`config.mk`:
```
export PLATFORM = sky130hd
export DESIGN_NAME = sync_fifo_param_flat
export DESIGN_NICKNAME = d
export VERILOG_FILES = /design/src/rtl/fifo_pkg.sv /design/src/rtl/sync_fifo_param_if.sv /design/src/rtl/fifo_dpram.sv /design/src/rtl/sync_fifo_param.sv /design/src/flat_wrapper.sv
export SDC_FILE = /design/constraint.sdc
export NUM_CORES = 1
export LEC_CHECK = 0
export BUFFER_PORTS_ARGS = -buffer_cell sky130_fd_sc_hd__buf_2
export CORE_UTILIZATION = 42
export DETAILED_ROUTE_END_ITERATION = 6
export HOLD_SLACK_MARGIN = 0.15
export MAX_ROUTING_LAYER = met4
export PLACE_DENSITY = 0.67
export SYNTH_ARGS = -nofsm -noshare
export SYNTH_HDL_FRONTEND = slang
export SYNTH_SLANG_ARGS = --single-unit
```
`constraint.sdc`:
```
create_clock -name clk -period 2.5 [get_ports clk]
set_input_delay 0.125 -clock clk [delete_from_list [all_inputs] [get_ports clk]]
set_output_delay 0.125 -clock clk [all_outputs]
set_load 0.005 [all_outputs]
```
`src/rtl/fifo_pkg.sv`:
```
// Shared constants, read-port mode type and clog2 helper for the FIFO slice.
package fifo_pkg;

    localparam int FIFO_DATA_W_DEF = 8;
    localparam int FIFO_DEPTH_DEF  = 16;

    typedef enum logic {
        RD_REGISTERED = 1'b0,
        RD_COMBINATIONAL = 1'b1
    } rd_mode_e;

    function automatic int clog2(input int value);
        int unsigned result;
        int unsigned v;
        result = 0;
        v = (value > 1) ? int'(value - 1) : 0;
        while (v > 0) begin
            result++;
            v = v >> 1;
        end
        return int'(result);
    endfunction

endpackage

```
`src/rtl/sync_fifo_param_if.sv`:
```
// Producer/consumer handshake and status bundle for sync_fifo_param.
interface sync_fifo_param_if import fifo_pkg::*; #(
    parameter int DATA_W = FIFO_DATA_W_DEF,
    parameter int DEPTH  = FIFO_DEPTH_DEF
) ();
    localparam int ADDR_W = clog2(DEPTH);

    logic              wr_en;
    logic [DATA_W-1:0] din;
    logic              rd_en;
    logic [DATA_W-1:0] dout;
    logic              dout_valid;
    logic              full;
    logic              empty;
    logic              almost_full;
    logic              almost_empty;
    logic [ADDR_W:0]   count;
    logic              overflow;
    logic              underflow;

    modport master (
        output wr_en, din, rd_en,
        input  dout, dout_valid, full, empty, almost_full, almost_empty,
               count, overflow, underflow
    );

    modport slave (
        input  wr_en, din, rd_en,
        output dout, dout_valid, full, empty, almost_full, almost_empty,
               count, overflow, underflow
    );
endinterface

```
`src/rtl/fifo_dpram.sv`:
```
// DATA_W x DEPTH dual-port RAM: synchronous write, registered or combinational read.
module fifo_dpram import fifo_pkg::*; #(
    parameter int       DATA_W  = FIFO_DATA_W_DEF,
    parameter int       DEPTH   = FIFO_DEPTH_DEF,
    parameter rd_mode_e RD_MODE = RD_REGISTERED
) (
    input  logic                      clk,
    input  logic                      reset,
    input  logic                      we,
    input  logic [clog2(DEPTH)-1:0]   waddr,
    input  logic [DATA_W-1:0]         wdata,
    input  logic                      re,
    input  logic [clog2(DEPTH)-1:0]   raddr,
    output logic [DATA_W-1:0]         rdata
);
    logic [DATA_W-1:0] mem [DEPTH];

    // Storage is intentionally not reset; the empty flag guards reads.
    always_ff @(posedge clk) begin
        if (we) begin
            mem[waddr] <= wdata;
        end
    end

    if (RD_MODE == RD_REGISTERED) begin : g_rd_reg
        always_ff @(posedge clk) begin
            if (reset) begin
                rdata <= '0;
            end else if (re) begin
                rdata <= mem[raddr];
            end
        end
    end else begin : g_rd_comb
        assign rdata = mem[raddr];
    end
endmodule

```
`src/rtl/sync_fifo_param.sv`:
```
// Parametrised circular-buffer FIFO with thresholds, occupancy and error pulses.
// Define FIFO_FWFT_EN for first-word fall-through reads.
module sync_fifo_param import fifo_pkg::*; #(
    parameter int DATA_W    = FIFO_DATA_W_DEF,
    parameter int DEPTH     = FIFO_DEPTH_DEF,
    parameter int AF_THRESH = 14,
    parameter int AE_THRESH = 2
) (
    input logic              clk,
    input logic              reset,
    sync_fifo_param_if.slave bus
);
    localparam int ADDR_W = clog2(DEPTH);
    localparam int CNT_W  = ADDR_W + 1;

`ifdef FIFO_FWFT_EN
    localparam rd_mode_e RD_MODE = RD_COMBINATIONAL;
`else
    localparam rd_mode_e RD_MODE = RD_REGISTERED;
`endif

    logic [ADDR_W-1:0] wr_ptr;
    logic [ADDR_W-1:0] rd_ptr;
    logic [CNT_W-1:0]  count_q;
    logic              overflow_q;
    logic              underflow_q;
    logic              full_c;
    logic              empty_c;
    logic              wr_acc;
    logic              rd_acc;
    logic [DATA_W-1:0] rdata;

    always_comb begin
        full_c  = (count_q == CNT_W'(DEPTH));
        empty_c = (count_q == '0);
        wr_acc  = bus.wr_en & ~full_c;
        rd_acc  = bus.rd_en & ~empty_c;
    end

    always_ff @(posedge clk) begin
        if (reset) begin
            wr_ptr      <= '0;
            rd_ptr      <= '0;
            count_q     <= '0;
            overflow_q  <= 1'b0;
            underflow_q <= 1'b0;
        end else begin
            if (wr_acc) begin
                wr_ptr <= wr_ptr + ADDR_W'(1);
            end
            if (rd_acc) begin
                rd_ptr <= rd_ptr + ADDR_W'(1);
            end
            case ({wr_acc, rd_acc})
                2'b10:   count_q <= count_q + CNT_W'(1);
                2'b01:   count_q <= count_q - CNT_W'(1);
                default: count_q <= count_q;
            endcase
            overflow_q  <= bus.wr_en & full_c;
            underflow_q <= bus.rd_en & empty_c;
        end
    end

    fifo_dpram #(
        .DATA_W  (DATA_W),
        .DEPTH   (DEPTH),
        .RD_MODE (RD_MODE)
    ) u_ram (
        .clk   (clk),
        .reset (reset),
        .we    (wr_acc),
        .waddr (wr_ptr),
        .wdata (bus.din),
        .re    (rd_acc),
        .raddr (rd_ptr),
        .rdata (rdata)
    );

`ifdef FIFO_FWFT_EN
    assign bus.dout_valid = ~empty_c;
`else
    logic dout_valid_q;

    always_ff @(posedge clk) begin
        if (reset) begin
            dout_valid_q <= 1'b0;
        end else begin
            dout_valid_q <= rd_acc;
        end
    end

    assign bus.dout_valid = dout_valid_q;
`endif

    assign bus.dout         = rdata;
    assign bus.full         = full_c;
    assign bus.empty        = empty_c;
    assign bus.almost_full  = (count_q >= CNT_W'(AF_THRESH));
    assign bus.almost_empty = (count_q <= CNT_W'(AE_THRESH));
    assign bus.count        = count_q;
    assign bus.overflow     = overflow_q;
    assign bus.underflow    = underflow_q;
endmodule

```
`src/flat_wrapper.sv`:
```
// flat-port wrapper written by rule: the top's interface ports become plain ports
module sync_fifo_param_flat import fifo_pkg::*;
#(
    parameter int DATA_W    = FIFO_DATA_W_DEF,
    parameter int DEPTH     = FIFO_DEPTH_DEF,
    parameter int AF_THRESH = 14,
    parameter int AE_THRESH = 2
)
  (clk, reset, bus_wr_en, bus_din, bus_rd_en, bus_dout, bus_dout_valid, bus_full, bus_empty, bus_almost_full, bus_almost_empty, bus_count, bus_overflow, bus_underflow);
  sync_fifo_param_if #(.DATA_W(DATA_W), .DEPTH(DEPTH)) bus_i ();
  input logic clk;
  input logic reset;
  input wire logic [$bits(bus_i.wr_en)-1:0] bus_wr_en;
  input wire logic [$bits(bus_i.din)-1:0] bus_din;
  input wire logic [$bits(bus_i.rd_en)-1:0] bus_rd_en;
  output wire logic [$bits(bus_i.dout)-1:0] bus_dout;
  output wire logic [$bits(bus_i.dout_valid)-1:0] bus_dout_valid;
  output wire logic [$bits(bus_i.full)-1:0] bus_full;
  output wire logic [$bits(bus_i.empty)-1:0] bus_empty;
  output wire logic [$bits(bus_i.almost_full)-1:0] bus_almost_full;
  output wire logic [$bits(bus_i.almost_empty)-1:0] bus_almost_empty;
  output wire logic [$bits(bus_i.count)-1:0] bus_count;
  output wire logic [$bits(bus_i.overflow)-1:0] bus_overflow;
  output wire logic [$bits(bus_i.underflow)-1:0] bus_underflow;
  assign bus_i.wr_en = bus_wr_en;
  assign bus_i.din = bus_din;
  assign bus_i.rd_en = bus_rd_en;
  assign bus_dout = bus_i.dout;
  assign bus_dout_valid = bus_i.dout_valid;
  assign bus_full = bus_i.full;
  assign bus_empty = bus_i.empty;
  assign bus_almost_full = bus_i.almost_full;
  assign bus_almost_empty = bus_i.almost_empty;
  assign bus_count = bus_i.count;
  assign bus_overflow = bus_i.overflow;
  assign bus_underflow = bus_i.underflow;
  sync_fifo_param #(.DATA_W(DATA_W), .DEPTH(DEPTH), .AF_THRESH(AF_THRESH), .AE_THRESH(AE_THRESH)) u_core (.clk(clk), .reset(reset), .bus(bus_i));
endmodule
```
==> impl_metrics.ini <==
[timing]
period_needed_ns = 2.333
rsz0062_at_grt = no
worst_slew_pin_slew_ns = 0.7976
setup_violations = 0
slew_violations = 0
finalCritPeriodShare_pct = 93.31
fin_worst_skew_ns = 0.006324
fmax_mhz = 428.7
hold_ws_ns = 0.1705
slew_headroom_pct = 46.63
hold_violations = 0

[detailed_routing]
ant_nets = 0
via_per_inst = 5.558
wire_per_inst_um = 19.57
first_pass_iters = 4
initialDrtViolationCount = 297
vias = 3663
wl_um = 12890
drc = 0

[clock_tree]
htreeDepth = 4
clk_latency_ns = 0.42
cts_tree = yes
cts.path.max_buffers = 2
numCtsBuffers = 17
cts.sinks = 152
clkTransAtPathRegs_ns = 0.06
cts_root_buf = clkbuf_16
post_cts_buffers = 0

[logic_synthesis]
synth_ff_type = edfxtp_1
netlist_area_sq_um = 6190
synthDistinctLibCells = 43
ys_seq_elements = 152
ys_seq_area_share_pct = 69.86
avgSynthCellArea_sq_um = 14.95
synthCells = 414
syn-num-nets = 435
synth_edf_count = 128
async_flop_share_pct = 0
ys_warn_count = 0

[layout]
drive_gt1_share_pct = 19.00
nets = 487
final_cell_area_sq_um = 7367
antenna_cells = 0
num-fill-cells = 1165
seqCellArea_sq_um = 4328
multi_input_area_sq_um = 1729
area_delta_synth_final_pct = 19.02

[global_route]
grt_pass1_vias = 3520
grt_pass1_wl_um = 19540
grt_max_degree = 29
overflow = 0
antenna_found_initial = 0
track_usage_pct = 18.67

[setup_path]
required_ns = 2.86
endpoint_kind = flop
crit_arrival_ns = 2.69
critical_path_class = reg -> reg
startpoint_type = flop
cp_max_fo = 3

[die]
die_h_um = 123.4
die_x_um = 123.4
dieArea_sq_um = 15230
num_io_pins = 32
start_util_pct = 43.74
core_sq_um = 14150
rows = 43

[flow_run]
maxCapViolCount = 0

[placement]
gp_congestion = 0.8572
placed_area_sq_um = 6646
portBuffers = 31
dp_hpwl_um = 8456

[power]
power_density_nw_per_um2 = 996.8
p_leak_uw = 0.002465
peakVddDrop_uv = 554.0

[run_status]
status = complete, no violations

[hold_path]
hp-class = in -> reg
through the flow:
stage          power [uW]  worst slack, ns   TNS [ns]  utilization [%]  instances
2_1_floorplan        4166        -0.003665  -0.003665                -        414
3_3_place_gp         4674           0.3356          0            46.97        617
3_5_place_dp         4721           0.1817          0            46.97        617
4_1_cts              7374           0.1561          0            52.03        659
5_1_grt              7659          0.01947          0            52.06        659
6_report             7344           0.1673          0            52.06        659
cell usage in the layout (no fill, tap or decap), types with 4 or more instances in the layout:
cell type,n
edfxtp_1,128
mux2i_1,67
o22ai_1,33
nor2_1,32
buf_2,31
dfxtp_1,23
clkbuf_16,17
buf_4,17
nand2_1,10
dlygate4sd3_1,10
nor4_1,8
a211oi_1,8
inv_1,7
ha_1,7
xor2_1,6
inv_6,6
nor3_1,5
nand2b_1,4
or3_1,4
a21oi_1,4
cell type report:
class / count / share of cell area [%]
flip-flops and latches: 152 / 58.75
multi-input cells: 227 / 23.47
repair buffers: 61 / 6.012
clock buffers: 17 / 5.774
well taps: 180 / 3.057
clock inverters: 15 / 2.582
inverters: 7 / 0.3567
power by group:
part | switching, uW | total (uW) | internal [uW]
Sequential | 157 | 3090 | 2930
Clock | 1060 | 2650 | 1600
Combinational | 887 | 1600 | 711
Total | 2100 | 7340 | 5240
routing by layer:
layer  global-route usage [%]  wire, um
met5                        -         0
met4                    8.057       301
met3                    3.967       539
met2                    29.78      6451
met1                    22.98      5602
synth_stat cells, types with 2 or more instances:
cell,count,area [sq um]
a21oi_1,4,20.02
ha_1,9,112.6
nor4_1,8,50.05
a211oi_1,8,60.06
buf_4,4,30.03
o22ai_1,33,206.5
nor2_1,32,120.1
inv_1,7,26.28
a211o_1,3,26.28
o211ai_1,3,22.52
edfxtp_1,128,3844
mux2i_1,67,670.6
nand2b_1,4,25.02
or3b_1,3,26.28
nand3_1,3,15.01
dfxtp_1,24,480.5
clkbuf_1,14,52.55
nand3b_1,3,22.52
nand2_1,10,37.54
nor3_1,5,25.02
or3_1,4,25.02
and3_1,2,12.51
buf_2,9,45.04
xnor2_1,3,26.28
xor2_1,6,52.55
worst max-delay path, cell delays in order (launching register included):
cell,delay (ns)
dfxtp_1,0.33
nor4_4,0.37
a21boi_2,0.10
inv_1,0.09
ha_2,0.22
ha_2,0.20
or4b_2,0.59
a21oi_1,0.18
a31oi_1,0.08
nand3_1,0.11
logic make-up (layout without fill, tap and decap cells):
kind of cell    count (synthesis)  in the layout  synth area share [%]
compound gates                 62             62                 7.015
xor+xnor                        9              9                 1.274
fa+ha+maj                       9              9                 1.819
buf+inv                        35            100                 2.547
flops                         152            152                 69.86
mux                            67             67                 10.83
simple gates                   80             80                 6.651
worst paths after layout:
check                        start                     to  slack (ns)  depth (start not counted)
max            u_core.bus.count[2]    u_core.bus.count[4]        0.17                          9
min                          reset       u_core.rd_ptr[0]        0.17                          2
min reg2reg  u_core.u_ram.rdata[5]  u_core.u_ram.rdata[5]        0.50                          2
max reg2reg    u_core.bus.count[2]    u_core.bus.count[4]        0.17                          9
repair_timing:
action	4_1_cts	5_1_grt
resized for setup	0	2
hold endpoints to repair	133	0
hold buffers	10	0
endpoints found under the setup margin	0	1
state kept, by name (all words and copies together), names as in the netlist:
signal,count
u_core.wr_ptr,4
u_core.bus.dout_valid,1
u_core.u_ram.mem,128
u_core.bus.underflow,1
u_core.bus.count,5
u_core.u_ram.rdata,8
u_core.rd_ptr,4
u_core.bus.overflow,1
No activity file was read; power rests on OpenSTA's default activity.
